$ cat config.mk
export PLATFORM = sky130hd
export DESIGN_NAME = inst_loader
export DESIGN_NICKNAME = d
export VERILOG_FILES = /design/src/rtl/inst_loader.sv
export SDC_FILE = /design/constraint.sdc
export NUM_CORES = 1
export LEC_CHECK = 0
export BUFFER_PORTS_ARGS = -buffer_cell sky130_fd_sc_hd__buf_2
export CORE_MARGIN = 5
export CORE_UTILIZATION = 64
export CTS_CLUSTER_DIAMETER = 80
export DETAILED_ROUTE_END_ITERATION = 6
export PLACE_DENSITY = 0.95
export SETUP_SLACK_MARGIN = 0.05
export SYNTH_ARGS = -nofsm -noshare
export SYNTH_HDL_FRONTEND = slang
export SYNTH_SLANG_ARGS = --single-unit
$ cat constraint.sdc
create_clock -name clk -period 4.05 [get_ports clk]
set_input_delay 0.6075 -clock clk [delete_from_list [all_inputs] [get_ports clk]]
set_output_delay 0.6075 -clock clk [all_outputs]
set_load 0.05 [all_outputs]
$ cat src/rtl/inst_loader.sv
// Byte-serial program loader: parses SYNC/header/words/checksum frames and
// drives the instruction-memory write port, holding the core until a good load.
module inst_loader #(
  parameter logic [7:0]  SYNC    = 8'hA5,
  parameter int unsigned TIMEOUT = 1023
) (
  input  logic        clk,
  input  logic        resetbar,
  input  logic [7:0]  in_data,
  input  logic        in_valid,
  output logic        in_ready,
  output logic        im_we,
  output logic [11:0] im_addr,
  output logic [18:0] im_wdata,
  output logic        cpu_hold,
  output logic        done,
  output logic        error
);

  typedef enum logic [3:0] {
    IDLE, HDR, WB0, WB1, WB2, WRITE, CHK, DONE, ERROR
  } state_t;

  state_t      state_q, state_d;
  logic [1:0]  hcnt_q, hcnt_d;
  logic [11:0] addr_q, addr_d;
  logic [11:0] lenm1_q, lenm1_d;
  logic [11:0] wcnt_q, wcnt_d;
  logic [2:0]  whi_q, whi_d;
  logic [7:0]  wmid_q, wmid_d;
  logic [7:0]  xor_q, xor_d;
  logic [15:0] tcnt_q, tcnt_d;
  logic [11:0] im_addr_q, im_addr_d;
  logic [18:0] im_wdata_q, im_wdata_d;
  logic        cpu_hold_q, cpu_hold_d;
  logic        done_q, done_d;
  logic        error_q, error_d;

  logic        accept;
  logic        in_frame;
  logic        fail;
  logic [16:0] tnext;
  logic [12:0] last_addr;

  assign in_ready = resetbar && (state_q != WRITE);
  assign accept   = in_valid && in_ready;
  assign im_we    = (state_q == WRITE);
  assign im_addr  = im_addr_q;
  assign im_wdata = im_wdata_q;
  assign cpu_hold = cpu_hold_q;
  assign done     = done_q;
  assign error    = error_q;

  always_comb begin
    state_d    = state_q;
    hcnt_d     = hcnt_q;
    addr_d     = addr_q;
    lenm1_d    = lenm1_q;
    wcnt_d     = wcnt_q;
    whi_d      = whi_q;
    wmid_d     = wmid_q;
    xor_d      = xor_q;
    tcnt_d     = tcnt_q;
    im_addr_d  = im_addr_q;
    im_wdata_d = im_wdata_q;
    cpu_hold_d = cpu_hold_q;
    done_d     = done_q;
    error_d    = error_q;
    fail       = 1'b0;
    tnext      = {1'b0, tcnt_q} + 17'd1;
    last_addr  = {1'b0, addr_q} + {1'b0, lenm1_q[11:8], in_data};
    in_frame   = (state_q == HDR) || (state_q == WB0) || (state_q == WB1) ||
                 (state_q == WB2) || (state_q == CHK);

    // Idle timeout and checksum accumulation apply to every in-frame byte state.
    if (in_frame) begin
      if (accept) begin
        tcnt_d = '0;
        xor_d  = xor_q ^ in_data;
      end else begin
        tcnt_d = tnext[15:0];
        if (tnext >= 17'(TIMEOUT)) fail = 1'b1;
      end
    end

    case (state_q)
      IDLE, DONE, ERROR: begin
        if (accept && (in_data == SYNC)) begin
          state_d    = HDR;
          done_d     = 1'b0;
          error_d    = 1'b0;
          cpu_hold_d = 1'b1;
          xor_d      = '0;
          tcnt_d     = '0;
          hcnt_d     = '0;
        end
      end
      HDR: begin
        if (accept) begin
          hcnt_d = hcnt_q + 2'd1;
          case (hcnt_q)
            2'd0: begin
              if (in_data[7:4] != 4'h0) fail = 1'b1;
              else addr_d[11:8] = in_data[3:0];
            end
            2'd1: addr_d[7:0] = in_data;
            2'd2: begin
              if (in_data[7:4] != 4'h0) fail = 1'b1;
              else lenm1_d[11:8] = in_data[3:0];
            end
            default: begin
              lenm1_d[7:0] = in_data;
              if (last_addr > 13'h0FFF) fail = 1'b1;
              else begin
                state_d = WB0;
                wcnt_d  = '0;
              end
            end
          endcase
        end
      end
      WB0: begin
        if (accept) begin
          if (in_data[7:3] != 5'd0) fail = 1'b1;
          else begin
            whi_d   = in_data[2:0];
            state_d = WB1;
          end
        end
      end
      WB1: begin
        if (accept) begin
          wmid_d  = in_data;
          state_d = WB2;
        end
      end
      WB2: begin
        if (accept) begin
          im_addr_d  = addr_q;
          im_wdata_d = {whi_q, wmid_q, in_data};
          state_d    = WRITE;
        end
      end
      WRITE: begin
        addr_d  = addr_q + 12'd1;
        wcnt_d  = wcnt_q + 12'd1;
        state_d = (wcnt_q == lenm1_q) ? CHK : WB0;
      end
      CHK: begin
        if (accept) begin
          if ((xor_q ^ in_data) == 8'h00) begin
            state_d    = DONE;
            done_d     = 1'b1;
            cpu_hold_d = 1'b0;
          end else begin
            fail = 1'b1;
          end
        end
      end
      default: state_d = IDLE;
    endcase

    if (fail) begin
      state_d    = ERROR;
      error_d    = 1'b1;
      done_d     = 1'b0;
      cpu_hold_d = 1'b1;
    end
  end

  always_ff @(posedge clk) begin
    if (!resetbar) begin
      state_q    <= IDLE;
      hcnt_q     <= '0;
      addr_q     <= '0;
      lenm1_q    <= '0;
      wcnt_q     <= '0;
      whi_q      <= '0;
      wmid_q     <= '0;
      xor_q      <= '0;
      tcnt_q     <= '0;
      im_addr_q  <= '0;
      im_wdata_q <= '0;
      cpu_hold_q <= 1'b1;
      done_q     <= 1'b0;
      error_q    <= 1'b0;
    end else begin
      state_q    <= state_d;
      hcnt_q     <= hcnt_d;
      addr_q     <= addr_d;
      lenm1_q    <= lenm1_d;
      wcnt_q     <= wcnt_d;
      whi_q      <= whi_d;
      wmid_q     <= wmid_d;
      xor_q      <= xor_d;
      tcnt_q     <= tcnt_d;
      im_addr_q  <= im_addr_d;
      im_wdata_q <= im_wdata_d;
      cpu_hold_q <= cpu_hold_d;
      done_q     <= done_d;
      error_q    <= error_d;
    end
  end

endmodule

### Word level (Yosys, flattened, before mapping)

Index checks and enable logic that the tools add are counted.

* register bits after elaboration: 111
* bits of input ports: 11
* output and inout port bits: 36

* add/sub/neg operators: 5
* $lt $le $gt $ge: 2
* eq/ne operators: 36
* mux-type cells: 55
* bitwise operators: 5
* reductions and logical operators: 34

Operator list (number)
* 2-to-1 mux 16 bit: 4
* 2-to-1 mux 4 bit: 13
* 2-to-1 mux 12 bit: 4
* case mux 12 bit (2 select lines): 2
* 2-to-1 mux 8 bit: 5
* case mux 4 bit (7 select lines): 1
* inequality test 3 bit (second input constant): 9
* adder 12 x 1 -> 12 bit (second input constant): 2
* inequality test 2 bit (second input constant): 10
* AND reduction 10 bit: 2
* 2-to-1 mux 1 bit: 18
* adder 16 x 1 -> 17 bit (second input constant): 1
* greater-or-equal comparator 17 x 10 -> 1 bit (second input constant): 1
* == test 4 x 3 -> 1 bit (second input constant): 4
* AND reduction 4 bit: 4
* adder 12 x 12 -> 13 bit: 1
* greater-than comparator 13 x 12 -> 1 bit (second input constant): 1
* == test 12 bit: 1
* AND reduction 3 bit: 4
* nonzero test 2 bit: 5
* == test 4 x 2 -> 1 bit (second input constant): 2
* == test 8 bit (second input constant): 1
* zero test 8 bit: 1
* XOR 8 bit: 1
* 23 further kinds: 40

### Depth between registers and ports, before layout

Gate-level depths: netlist of the first run.

* depth after elaboration: 12
* mapped depth: 11
* gate-level depth less buffers: 10

### Worst setup path after synthesis of the first run

Ideal clock, no wire load.

* path type: input -> register
* start: input in_data[1]
* end: register wcnt_q[8]
* arrival: 2595 ps
* path slack: 1328 ps
* stages on the path: 11
* path buffers: 2
* path through: buf_2 -> inv_1 -> fa_1 -> nor2b_1 -> o31ai_1 -> a221o_1 -> a31oi_1 -> buf_2 -> nand3b_1 -> xor2_1 -> nor2_1

* cells in the longest elaborated chain, start to end: 4

RTL lines
* from (decl): RTL line 9 `input logic [7:0] in_data,`
* adder 12 x 12 -> 13 bit: RTL line 71 `last_addr = {1'b0, addr_q} + {1'b0, lenm1_q[11:8], in_data};`
* greater-than comparator 13 x 12 -> 1 bit: RTL line 113 `if (last_addr > 13'h0FFF) fail = 1'b1;`
* inequality test 2 bit (no source line)
* AND reduction 4 bit (no source line)
* to (signal assigned): RTL line 192 `wcnt_q <= wcnt_d;`
* to (decl): RTL line 28 `logic [11:0] wcnt_q, wcnt_d;`

No other way between the ends.
A chain may end at the register's enable or synchronous reset.

### Worst setup path after layout of the first run

* start: register state_q[2]
* end: output im_we

* cells in the longest elaborated chain, start to end: 1

RTL lines
* from (decl): RTL line 24 `state_t state_q, state_d;`
* from (signal assigned): RTL line 188 `state_q <= state_d;`
* == test 4 x 3 -> 1 bit: RTL line 47 `assign im_we = (state_q == WRITE);`
* to (decl): RTL line 12 `output logic im_we,`

No other way between the ends.

==> results by group, run 1 <==
Status
  • Status: finished, final reports clean

Synth
  • XOR/XNOR Fraction of Synth Area: 6.36%
  • Syn Nets: 746
  • Mapped cell area: 5650 sq um
  • Post-Synth Adder-Cell Area: roughly 4.6%
  • Flops & latches, synth: 111
  • Main synth FF type: dfxtp_1
  • Largest family of logic cells by synthesized area: simple AND/OR/NAND/NOR gates
  • Distinct cells, synth: 62
  • Post-synthesis mux area share: 2.66%
  • Mapped Cells: 715
  • Post-synth EDFFs: 0
  • Avg Cell Area, Syn: 7.90 sq um
  • Post-synthesis compound-gate area fraction: 15.4%
  • Simple-gate share of the synthesized area: 27.3%
  • Sequential area share after synthesis: 39.4%
  • Async SR Flop Fraction: 0%
  • Yosys warnings: 0

Layout
  • Storage element area: 2220 sq um
  • Nets: 764
  • ANT cells: 0
  • Layout cells sized above 1: 11.2%
  • Footprint of the multi-input gates: 3190 sq um
  • Layout area overhead: 7.65%
  • Fillers: between 600 and 700
  • Fin area: ~6000 sq um

GRT
  • First-pass GRT wire length: 24100 um
  • Vias in the first global route: 5177
  • Gr usage total: 26.2%
  • Largest net degree at the start of global routing: 70
  • Initial antenna violation count: 0
  • GRT overflow: 0

Worst setup path
  • Worst EP required: between 3000 and 4000 ps
  • Highest-delay cell along the critical path: dfxtp_1
  • Critical Path Start Type: register
  • CP delay by family, top: buffers and inverters
  • CP cell instances: nand4bb_1, inv_2, buf_2
  • Crit path DAT: around 2600 ps
  • Crit Path Class: register to primary output
  • Max incr delay on CP: 730 ps
  • Critical Path Fanout Max: 18
  • CP bufs+invs: 2
  • Endpoint class of the critical path: primary output

Detailed routing
  • Post-route DRC violation count: 0
  • Initial detailed-routing violation count: 534
  • Routed Antenna Nets: 0
  • Routed WL: between 10000 and 15000 um
  • 1st-pass router iterations: 6
  • Post-DR wirelength/cell: approximately 17 um
  • Routed vias/inst: 6.36
  • Via count: 5378

Timing
  • Max Slew Vio Count: 0
  • Final worst path period share: 78.8%
  • Setup TNS: 0 ps
  • Hold WS: between 400 and 500 ps
  • Slew margin rel.: roughly a fifth
  • Max frequency: 313 MHz
  • RSZ-0062 raised after global routing: no
  • Clock Skews: 13.4 ps
  • Minimum clock period: 3190 ps
  • Least-Margin Pin Slew: about 1200 ps
  • Setup-failing EPs final: 0
  • Hold Violations, Final: 0

Die
  • Die area: roughly 11000 sq um
  • Starting Density: 65.1%
  • Core Rows: 34
  • Die W: 104 um
  • CORE AREA: 8680 sq um
  • I/O Pins: between 40 and 50
  • Height of the chip: 104 um

Clock tree
  • Postcts setup bufs: 0
  • H-tree depth: 3
  • Gates resized, CTS repair: 0
  • Clock Sinks: 111
  • Worst-Skew Late Latency: 380 ps
  • CTS clock-pin slew for the worst setup and hold paths: about 120 ps
  • CTS tree: done
  • Max Buffers Root-to-Sink: 2
  • Root Buffer: clkbuf_8
  • Num CTS Buffers: 9
  • Quantity of hold-fixing buffers added after cts: 0

Power
  • Power per standard cell area: between 300 and 400 nW/um^2
  • Worst ir drop on vdd: 0.257 mV
  • LEAKAGE: 2.29 nW

Flow run
  • Max-cap violations: 0

Placed design
  • GPL Wtd Cong: 0.919
  • IO Port Bufs: 46
  • Placed cell areas: around 6000 sq um
  • Detailed Place HPWL: 10100 um

Worst hold path
  • Worst min path class: register to register
-- cells in the final DEF, fill, tap and decap left out, types with 9 or more instances in the layout --
| cell | count |
|---|---|
| a21oi_1 | 74 |
| a31oi_1 | 12 |
| buf_2 | 46 |
| clkbuf_8 | 9 |
| dfxtp_1 | 111 |
| ha_1 | 19 |
| inv_1 | 12 |
| mux2i_1 | 15 |
| nand2_1 | 131 |
| nand3_1 | 27 |
| nand4_1 | 10 |
| nor2_1 | 79 |
| nor3_1 | 10 |
| o21ai_0 | 33 |
| xnor2_1 | 21 |
| xor2_1 | 20 |
-- worst reg2reg max path, cell delays in order (launching register included) --
cell and delay [ps]:
dfxtp_1 730, nand4bb_1 650, nand2_1 420, or3_1 280, nand2_1 530, a311oi_1 420
-- logic make-up (layout without fill, tap and decap cells) --
logic type / after synthesis / count (layout)
AND/OR/NAND/NOR: 321 / 321
AO/OA/AOI/OAI: 151 / 151
flip-flops: 111 / 111
buffers and inverters: 56 / 79
XOR/XNOR: 41 / 41
adder cells (fa/ha/maj): 20 / 20
multiplexers: 15 / 15
-- path summary, 6_finish.rpt --
check                                              from                   endpoint  slack, ps  cells after the start
worst max-delay path            state_q[2]$_SDFFE_PP0P_                      im_we        860                      3
worst min-delay path              whi_q[2]$_SDFFE_PN0P_  im_wdata[18]$_SDFFE_PN0P_        460                      2
worst max register to register  state_q[2]$_SDFFE_PP0P_       tcnt_q[7]$_SDFF_PN0_        920                      5
worst min register to register    whi_q[2]$_SDFFE_PN0P_  im_wdata[18]$_SDFFE_PN0P_        460                      2
-- cell usage after synthesis, types with 2 or more instances --
| cell type | count | area (sq um) |
|---|---|---|
| nand2_1 | 131 | 492 |
| dfxtp_1 | 111 | 2220 |
| nor2_1 | 79 | 297 |
| a21oi_1 | 74 | 370 |
| o21ai_0 | 33 | 165 |
| nand3_1 | 27 | 135 |
| clkbuf_1 | 24 | 90.1 |
| xnor2_1 | 21 | 184 |
| xor2_1 | 20 | 175 |
| ha_1 | 19 | 238 |
| mux2i_1 | 15 | 150 |
| buf_2 | 13 | 65.1 |
| a31oi_1 | 12 | 75.1 |
| inv_1 | 12 | 45.0 |
| nand4_1 | 10 | 62.6 |
| nor3_1 | 10 | 50.1 |
| nor4_1 | 8 | 50.1 |
| nor2b_1 | 7 | 43.8 |
| or3_1 | 7 | 43.8 |
| a211oi_1 | 6 | 45.0 |
| nand2b_1 | 5 | 31.3 |
| and3_1 | 4 | 25.0 |
| buf_4 | 4 | 30.0 |
| nor3b_1 | 4 | 30.0 |
| o22ai_1 | 4 | 25.0 |
| a2111oi_0 | 3 | 26.3 |
| a21boi_0 | 3 | 22.5 |
| a221oi_1 | 3 | 26.3 |
| nand3b_1 | 3 | 22.5 |
| or2_2 | 3 | 18.8 |
| or4_1 | 3 | 22.5 |
| a311oi_1 | 2 | 17.5 |
| and2_1 | 2 | 12.5 |
| inv_2 | 2 | 7.51 |
| nor2_4 | 2 | 22.5 |
| nor3_2 | 2 | 20.0 |
| nor4_2 | 2 | 25.0 |
-- final cells by class --
cell class	instances	share of cell area, %
Multi-Input combinational cell	548	52.5
Sequential cell	111	36.6
Timing Repair Buffer	49	4.16
Tap cell	108	2.22
Clock buffer	9	2.04
Clock inverter	7	1.69
Inverter	14	0.865
-- state kept, by name (all words and copies together), names as in the netlist --
name and count:
tcnt_q 16, done 1, addr_q 12, im_addr 12, state_q 4, error 1, hcnt_q 2, xor_q 8
wcnt_q 12, cpu_hold 1, im_wdata 19, wmid_q 8, lenm1_q 12, whi_q 3
-- routing by layer --
| layer | vias to the layer above | GRT usage (%) | part of all wire (%) |
|---|---|---|---|
| met1 | 2511 | 32.1 | 40 |
| met2 | 291 | 43.8 | 48 |
| met3 | 69 | 6.21 | 8.0 |
| met5 | - | 0 | 0 |
| met4 | 0 | 11.7 | 3.8 |
| li1 | 2507 | - | - |
-- stage by stage --
| step | worst slack, ps | std cells | total power [W] | utilization (%) |
|---|---|---|---|---|
| floorplan | 1330 | 715 | 0.00154 | - |
| global placement | 1140 | 830 | 0.00161 | 67.4 |
| detailed placement | 1110 | 830 | 0.00164 | 67.4 |
| CTS | 990 | 846 | 0.00234 | 70.0 |
| global route | 713 | 846 | 0.00245 | 70.0 |
| finish | 858 | 846 | 0.00236 | 70.0 |
-- where the power goes --
part           internal (W)  switching [W]
clock network      0.000308       0.000425
logic              0.000134       0.000296
registers           0.00112      0.0000743
total               0.00156       0.000795
No activity file was read; power rests on OpenSTA's default activity.
==> inputs of run 2 (changes only) <==
--- a/config.mk
+++ b/config.mk
@@ -7,10 +7,10 @@
 export LEC_CHECK = 0
 export BUFFER_PORTS_ARGS = -buffer_cell sky130_fd_sc_hd__buf_2
 export CORE_MARGIN = 5
-export CORE_UTILIZATION = 64
+export CORE_UTILIZATION = 54
 export CTS_CLUSTER_DIAMETER = 80
 export DETAILED_ROUTE_END_ITERATION = 6
-export PLACE_DENSITY = 0.95
+export PLACE_DENSITY = 0.86
 export SETUP_SLACK_MARGIN = 0.05
 export SYNTH_ARGS = -nofsm -noshare
 export SYNTH_HDL_FRONTEND = slang
==> constraint.sdc (replaced) <==
create_clock -name clk -period 2.6 [get_ports clk]
set_input_delay 0.39 -clock clk [delete_from_list [all_inputs] [get_ports clk]]
set_output_delay 0.39 -clock clk [all_outputs]
set_load 0.05 [all_outputs]
==> run 2 against run 1 <==
Effect of this change:
- global-route usage is 3.6 points lower
- first-iteration DRC count is 17% lower
- final cell count is 6.5% higher
- largest cell class unchanged
==> results by group, run 2 (synthesis gave the netlist of run 1 again) <==
GRT
  • Largest net degree at the start of global routing: 70
  • GRT overflow: 0
  • Gr usage total: 22.6%
  • Initial antenna violation count: 0
  • First-pass GRT wire length: 23800 um
  • Vias in the first global route: 4921

Detailed routing
  • 1st-pass router iterations: 7
  • Post-route DRC violation count: 0
  • Routed WL: about 14000 um
  • Via count: 5302
  • Post-DR wirelength/cell: 15.7 um
  • Initial detailed-routing violation count: 441
  • Routed Antenna Nets: 0
  • Routed vias/inst: between 5 and 6

Layout
  • Layout cells sized above 1: 14.8%
  • Fin cells: 901
  • Fillers: approximately 860
  • Max FFs per register: 19
  • ANT cells: 0
  • Nets: 791
  • Layout area overhead: 12.0%
  • Fin area: approximately 6300 sq um
  • Most common cell after layout, fill and taps aside: nand2_1
  • Most frequent cells in the layout: nand2_1, dfxtp_1, nor2_1
  • Layout Utilization: 61.5%

Clock tree
  • Num CTS Buffers: 9
  • Quantity of hold-fixing buffers added after cts: 0
  • Worst-Skew Late Latency: 380 ps
  • Clock Sinks: about 110
  • CTS clock-pin slew for the worst setup and hold paths: 100 ps
  • CTS tree: done
  • Postcts setup bufs: 0
  • Root Buffer: clkbuf_8
  • Max Buffers Root-to-Sink: 2
  • H-tree depth: 3

Worst setup path
  • Crit path DAT: 2690 ps
  • Crit Path Class: register to register
  • Critical Path Start Type: register
  • Worst EP required: 2860 ps
  • Critical Path Fanout Max: 8
  • Endpoint class of the critical path: register

Timing
  • Hold Violations, Final: 0
  • Minimum clock period: 2420 ps
  • Max Slew Vio Count: 0
  • Final worst path period share: 93.1%
  • Least-Margin Pin Slew: 700 ps
  • RSZ-0062 raised after global routing: yes
  • Slew margin rel.: approximately 53%
  • Setup TNS: 0 ps
  • Setup-failing EPs final: 0
  • Max frequency: 413 MHz
  • Hold WS: around 380 ps
  • Clock Skews: 12.4 ps

Worst hold path
  • Worst min path class: input port to register

Die
  • Starting Density: between 50% and 60%
  • Height of the chip: 112 um
  • Die area: 12600 sq um
  • Die W: 112 um
  • Core Rows: 37
  • I/O Pins: 47
  • CORE AREA: 10300 sq um

Placed design
  • GPL Wtd Cong: 0.933
  • Placed cell count: 885
  • Placed cell areas: between 6000 and 7000 sq um
  • Detailed Place HPWL: between 10000 and 15000 um
  • IO Port Bufs: 46

Flow run
  • Max-cap violations: 0

Status
  • Status: finished, final reports clean

Power
  • Power per standard cell area: 585 nW/um^2
  • Worst ir drop on vdd: ~0.32 mV
  • LEAKAGE: 2.45 nW
[run 2: final cells by class]
cell class	count	area [sq um]	area share, %
clock buffers	9	124	1.96
multi-input cells	548	3210	50.8
flip-flops and latches	111	2220	35.1
inverters	14	52.6	0.831
clock inverters	7	77.6	1.23
well taps	136	170	2.69
repair buffers	76	468	7.40
[run 2: power breakdown]
group          leakage (nW)  total [W]  internal (W)  switching [W]
Clock                 0.106    0.00107      0.000458       0.000616
Combinational          1.45   0.000806      0.000289       0.000516
Sequential            0.894    0.00182       0.00175      0.0000691
[run 2: final timing paths]
check                                start                       end  slack (ps)  cells past startpoint
hold / removal                    resetbar    addr_q[9]$_SDFFE_PN0P_         380                      3
setup reg to reg      tcnt_q[1]$_SDFF_PN0_   state_q[0]$_SDFFE_PP0P_         180                      8
hold reg to reg   im_wdata[0]$_SDFFE_PN0P_  im_wdata[0]$_SDFFE_PN0P_         460                      2
setup / recovery      tcnt_q[1]$_SDFF_PN0_   state_q[0]$_SDFFE_PP0P_         180                      8
[run 2: per-stage QoR]
step / setup WS [ps] / power [W]
2_1_floorplan: 95.0 / 0.00240
3_3_place_gp: 112 / 0.00261
3_5_place_dp: 70.2 / 0.00263
4_1_cts: 168 / 0.00369
5_1_grt: 36.4 / 0.00387
6_report: 179 / 0.00370
[run 2: worst max-delay path: stages (launching register included)]
cell and delay [ps]:
dfxtp_1 480, ha_1 350, nand3_2 230, nor3_2 280, xor2_1 200, nor2_1 60
a21oi_1 280, and4b_1 290, a21boi_0 140
[run 2: what timing repair did]
item	4_1_cts	5_1_grt
endpoints found under the setup margin	0	18
resized for setup	0	5
endpoints found under the hold margin	0	0
[run 2: routing by layer]
metal | up-vias | part of all wire, % | global-route usage (%)
met4 | 0 | 2.6 | 8.65
met1 | 2489 | 44 | 30.1
li1 | 2575 | - | -
met5 | - | 0 | 0
met3 | 35 | 5.7 | 3.02
met2 | 203 | 48 | 37.2
